--- config.mk ---
export PLATFORM = sky130hd
export DESIGN_NAME = dmem_responder
export DESIGN_NICKNAME = d
export VERILOG_FILES = /design/src/rtl/dmem_responder.sv
export SDC_FILE = /design/constraint.sdc
export NUM_CORES = 2
export LEC_CHECK = 0
export ABC_AREA = 1
export BUFFER_PORTS_ARGS = -buffer_cell sky130_fd_sc_hd__buf_2
export CAP_MARGIN = 40
export CORE_ASPECT_RATIO = 1.5
export CORE_MARGIN = 8
export CORE_UTILIZATION = 50
export DETAILED_ROUTE_END_ITERATION = 6
export PLACE_DENSITY = 0.76
export SYNTH_ARGS = -nofsm -noshare
export SYNTH_HDL_FRONTEND = slang
export SYNTH_SLANG_ARGS = --single-unit
--- constraint.sdc ---
create_clock -name clk -period 6 [get_ports clk]
set_clock_uncertainty 0.15 [all_clocks]
set_input_delay 0.3 -clock clk [delete_from_list [all_inputs] [get_ports clk]]
set_output_delay 0.3 -clock clk [all_outputs]
set_load 0.005 [all_outputs]
--- src/rtl/dmem_responder.sv ---
// Data-memory responder: 64x32 word store behind a wait-state FSM with a one-cycle ack pulse.
// Define DMEM_WAIT_EN for three wait states (5-cycle latency); undefined gives 2-cycle latency.
module dmem_responder (
  input  logic        clk,
  input  logic        reset,
  input  logic        MemReqM,
  input  logic        MemWriteM,
  input  logic        BEDmemM,
  input  logic [31:0] ALUResultM,
  input  logic [31:0] WriteDataM,
  output logic [31:0] ReadDataM,
  output logic        MemAckM,
  output logic        MemErrM,
  output logic        StallM
);

`ifdef DMEM_WAIT_EN
  localparam int CW = 2;
  localparam logic [CW-1:0] WAIT_LOAD = 2'd3;
`else
  localparam int CW = 1;
  localparam logic [CW-1:0] WAIT_LOAD = 1'b0;
`endif

  typedef enum logic [1:0] {IDLE, ACCESS, RESP} stateT;

  stateT         stateReg, stateNext;
  logic [CW-1:0] counterReg, counterNext;
  logic          doAccess;

  logic [31:0] memArray [64];
  logic [5:0]  wordIdx;
  logic [1:0]  lane;
  logic        misaligned;
  logic        memWrite;
  logic [3:0]  byteEn;
  logic [31:0] wrData;
  logic [31:0] rdWord;
  logic [7:0]  rdByte;
  logic [31:0] rdData;
  logic        unusedAddrBits;

  assign wordIdx        = ALUResultM[7:2];
  assign lane           = ALUResultM[1:0];
  assign unusedAddrBits = ^ALUResultM[31:8];
  assign misaligned     = ~BEDmemM & (lane != 2'b00);

  always_comb begin
    stateNext   = stateReg;
    counterNext = counterReg;
    doAccess    = 1'b0;
    unique case (stateReg)
      IDLE: begin
        if (MemReqM) begin
          stateNext   = ACCESS;
          counterNext = WAIT_LOAD;
        end
      end
      ACCESS: begin
        // A withdrawn request abandons the access before anything is committed.
        if (!MemReqM) begin
          stateNext   = IDLE;
          counterNext = '0;
        end else if (counterReg != '0) begin
          counterNext = counterReg - CW'(1);
        end else begin
          stateNext = RESP;
          doAccess  = 1'b1;
        end
      end
      RESP:    stateNext = IDLE;
      default: stateNext = IDLE;
    endcase
  end

  assign memWrite = doAccess & MemWriteM & ~misaligned;

  generate
    for (genvar gi = 0; gi < 4; gi++) begin : genLane
      assign byteEn[gi]           = memWrite & (~BEDmemM | (lane == 2'(gi)));
      assign wrData[gi*8 +: 8]    = BEDmemM ? WriteDataM[7:0] : WriteDataM[gi*8 +: 8];
    end
  endgenerate

  // Storage is never reset; contents survive reset and power up undefined.
  always_ff @(posedge clk) begin
    for (int i = 0; i < 4; i++) begin
      if (byteEn[i]) memArray[wordIdx][i*8 +: 8] <= wrData[i*8 +: 8];
    end
  end

  assign rdWord = memArray[wordIdx];
  assign rdByte = rdWord[{lane, 3'b000} +: 8];

  always_comb begin
    rdData = '0;
    if (!MemWriteM && !misaligned) rdData = BEDmemM ? {24'h0, rdByte} : rdWord;
  end

  always_ff @(posedge clk or negedge reset) begin
    if (!reset) begin
      stateReg   <= IDLE;
      counterReg <= '0;
      ReadDataM  <= '0;
      MemErrM    <= 1'b0;
    end else begin
      stateReg   <= stateNext;
      counterReg <= counterNext;
      if (doAccess) begin
        ReadDataM <= rdData;
        MemErrM   <= misaligned;
      end
    end
  end

  assign MemAckM = (stateReg == RESP);
  assign StallM  = MemReqM & ~MemAckM;

endmodule

==> impl_metrics.toml <==
[status]
outcome = "finished clean"

[synthesis]
yosys_warnings = 0
synth-simple-area-share_pct = 20.5
synth_compound_area_share_pct = 2.38
yosys-top-cells-count = "nand2_1, edfxtp_1, inv_1, nor2_1, nand3_1"
synth_edf_count = 2048
ys_seq_area_share_pct = 71.9
synth_cells = 7988
synth_top_family_by_area = "simple AND/OR/NAND/NOR gates"
ys_seq_elements = 2083
synth_mux_area_share_pct = 0
async_flop_share_pct = 1.68
synth_top_area_share_pct = 70.9
yosysMostFrequentCell = "nand2_1"
synth.area.top_cells = "edfxtp_1, nand2_1, inv_1"
synth-xor-area-share_pct = 0
synthAdderAreaFrac_pct = 0
yosysTopAreaCell = "edfxtp_1"
syn-num-nets = 8057
synthesis.area_um2 = 86800
syn_area_per_cell_um2 = 10.9
ys_types = 29
synth_flop_cell = "edfxtp_1"

[timing]
max_freq_ghz = 0.271
rsz0062_at_grt = "no"
setup_tns_ps = 0
setup_violations = 0
tightest_slew_ps = 1010
max-slew-margin-rel_pct = 32.4
hold_slack_ps = 41.9
hold_viol_final = 0
setup_ws_ps = 2300
fin_crit_ps = 3700
fin_crit_sh_pct = 61.6
drv_slew = 0

[cts]
clock_sinks = 2083
cts_buffers = 171
path_clk_slew_ps = 70
worstSkewPairLatency_ps = 850
h-tree-depth = 4
cts_root_buf = "clkbuf_16"
cts_buffer_depth = 3
cts_setup_buffers = 0
tritoncts = "yes"

[detailed_routing]
drc_errors = 0
wl_um = 237000
drtPass1Iterations = 6
via_count = 57543
ant_nets = 0
drt_iter0_markers = 6386
wire_per_inst_um = 22.7
via_per_inst = 5.52

[pwr]
p_leak_nw = 38.0
peakVddDrop_uv = 267
p_total_mw = 29.4
power_density_nw_per_um2 = 308

[worst_setup_path]
cp-end-kind = "register"
path_cells = "nor3_2, clkinv_1, buf_4, nor3_1, buf_4, nand2_2, buf_4, nor2_1"
crit_path_max_fanout = 40
ff2ff_path_depth = 8
timing.critical_path.mode_cell = "buf_4"
crit_path_start_kind = "register"
cp.required_ps = 6300
cp_slowest_stage_delay_ps = 750
crit_type = "reg -> reg"
crit_path_top_delay_cell = "nor2_1"
rrSetupSlack_ps = 2300
critPathArrivalTime_ps = 3990
r2r_end = "memArray[30][0]"
r2r_start = "stateReg[1]"

[layout]
area_growth_pct = 10.2
multiInputGateArea_um2 = 20100
finalNonFillerCells = 10421
final_cell_area_um2 = 95600
register_area_um2 = 62400
utilization_pct = 55.4
nFillCells = 13589
drive_above_1_share_pct = 7.16
layout.nets = 8077

[global_route]
grt_pass1_vias = 56710
antenna_found_initial = 4
grt_use_met3_pct = 4.70
grt_max_degree = 176
grtUsageMet2_pct = 41.2
grt_overflow_total = 0
track_usage_pct = 24.7
use_met1_pct = 28.0
grt_pass1_wl_um = 348000
busiest_layer = "met2"

[place]
gp_congestion = 0.926
dp_hpwl_um = 150000
dpl.cell_count = 10089
place_area_um2 = 89700
portBuffers = 79
place_ws_ps = 2060

[die]
fp-row-count = 187
initial_core_util_pct = 50.3
boundaryPins = 104
die_x_um = 356
die_h_um = 526
dieArea_um2 = 187000
coreArea_um2 = 173000

[hold_path]
hp-start = "WriteDataM[7]"
hold_end = "memArray[21][7]"
holdCritPathClass = "in -> reg"
hold_depth = 2

[job]
drv_cap = 0
==> how the worst max path moves through the flow <==
stage,end,start,cells past startpoint
global placement,memArray[56][2],ALUResultM[4],8
global route,memArray[22][2],stateReg[1],8
floorplan,memArray[24][10],stateReg[1],6
CTS,memArray[22][2],stateReg[1],8
finish,memArray[30][0],stateReg[1],8
detailed placement,memArray[53][12],ALUResultM[4],6
==> cells by family after synthesis <==
family	Yosys count
compound gates	342
flops	2083
buf+inv	1097
simple gates	4466
==> metal layers <==
| layer | vias up | wire length [µm] |
|---|---|---|
| met5 | - | 23 |
| met3 | 805 | 21300 |
| met1 | 27440 | 79700 |
| met2 | 3078 | 114000 |
| met4 | 4 | 21800 |
| li1 | 26216 | - |
==> cells in the final DEF (no fill, tap or decap), types with 4 or more instances in the layout <==
master / synthesis / final
a22oi_1: 51 / 51
nand2_1: 3240 / 3214
or2_1: 51 / 51
inv_1: 695 / 694
clkinvlp_4: 0 / 9
a22o_1: 24 / 24
nor3_2: 1 / 9
edfxtp_1: 2048 / 2048
o211ai_1: 48 / 48
nor2_4: 0 / 10
buf_4: 19 / 130
inv_6: 0 / 4
clkinv_16: 0 / 10
nand4_1: 92 / 92
dlygate4sd3_1: 0 / 12
a21oi_1: 16 / 16
clkbuf_16: 0 / 171
bufinv_16: 0 / 21
o21ai_1: 138 / 135
nand3_1: 350 / 350
o21ai_0: 61 / 61
buf_12: 0 / 12
or2_2: 43 / 43
inv_2: 5 / 4
nor2_1: 638 / 634
nand2_2: 1 / 25
dfrtp_1: 35 / 35
buf_2: 242 / 77
clkbuf_1: 108 / 22
o2bb2ai_1: 4 / 4
clkinv_1: 2 / 40
or2_0: 34 / 34
buf_6: 7 / 5
clkinv_2: 0 / 35
==> critical path: cells and delay by family, from the launching register on <==
family | cells | cell delay, ps
DFF | 1 | 400
and+or+nand+nor | 4 | 1640
buffers and inverters | 4 | 1050
==> flip-flops by register name, indices dropped and copies added (netlist names) <==
| register | count |
|---|---|
| memArray | 2048 |
| ReadDataM | 32 |
| stateReg | 2 |
| MemErrM | 1 |
==> power by group <==
group / internal [mW] / total (mW) / switching [mW]
Combinational: 0.377 / 1.76 / 1.38
Sequential: 16.1 / 16.1 / 0.0257
Clock: 6.25 / 11.6 / 5.31
==> repair_timing <==
item / 4_1_cts / 5_1_grt
gates resized for setup: 0 / 0
endpoints found under the hold margin: 61 / 0
hold buffers: 13 / 0
==> area by class of cell <==
| class | count | area share (%) |
|---|---|---|
| sequential | 2083 | 65.2 |
| multi-input combinational | 4808 | 21.0 |
| clock buffer | 194 | 4.57 |
| tap | 2268 | 2.97 |
| inverter | 703 | 2.78 |
| timing repair buffer | 241 | 1.98 |
| clock inverter | 122 | 1.51 |
| antenna | 2 | 0.00523 |
Note: power is estimated with default switching activity, not from simulation.
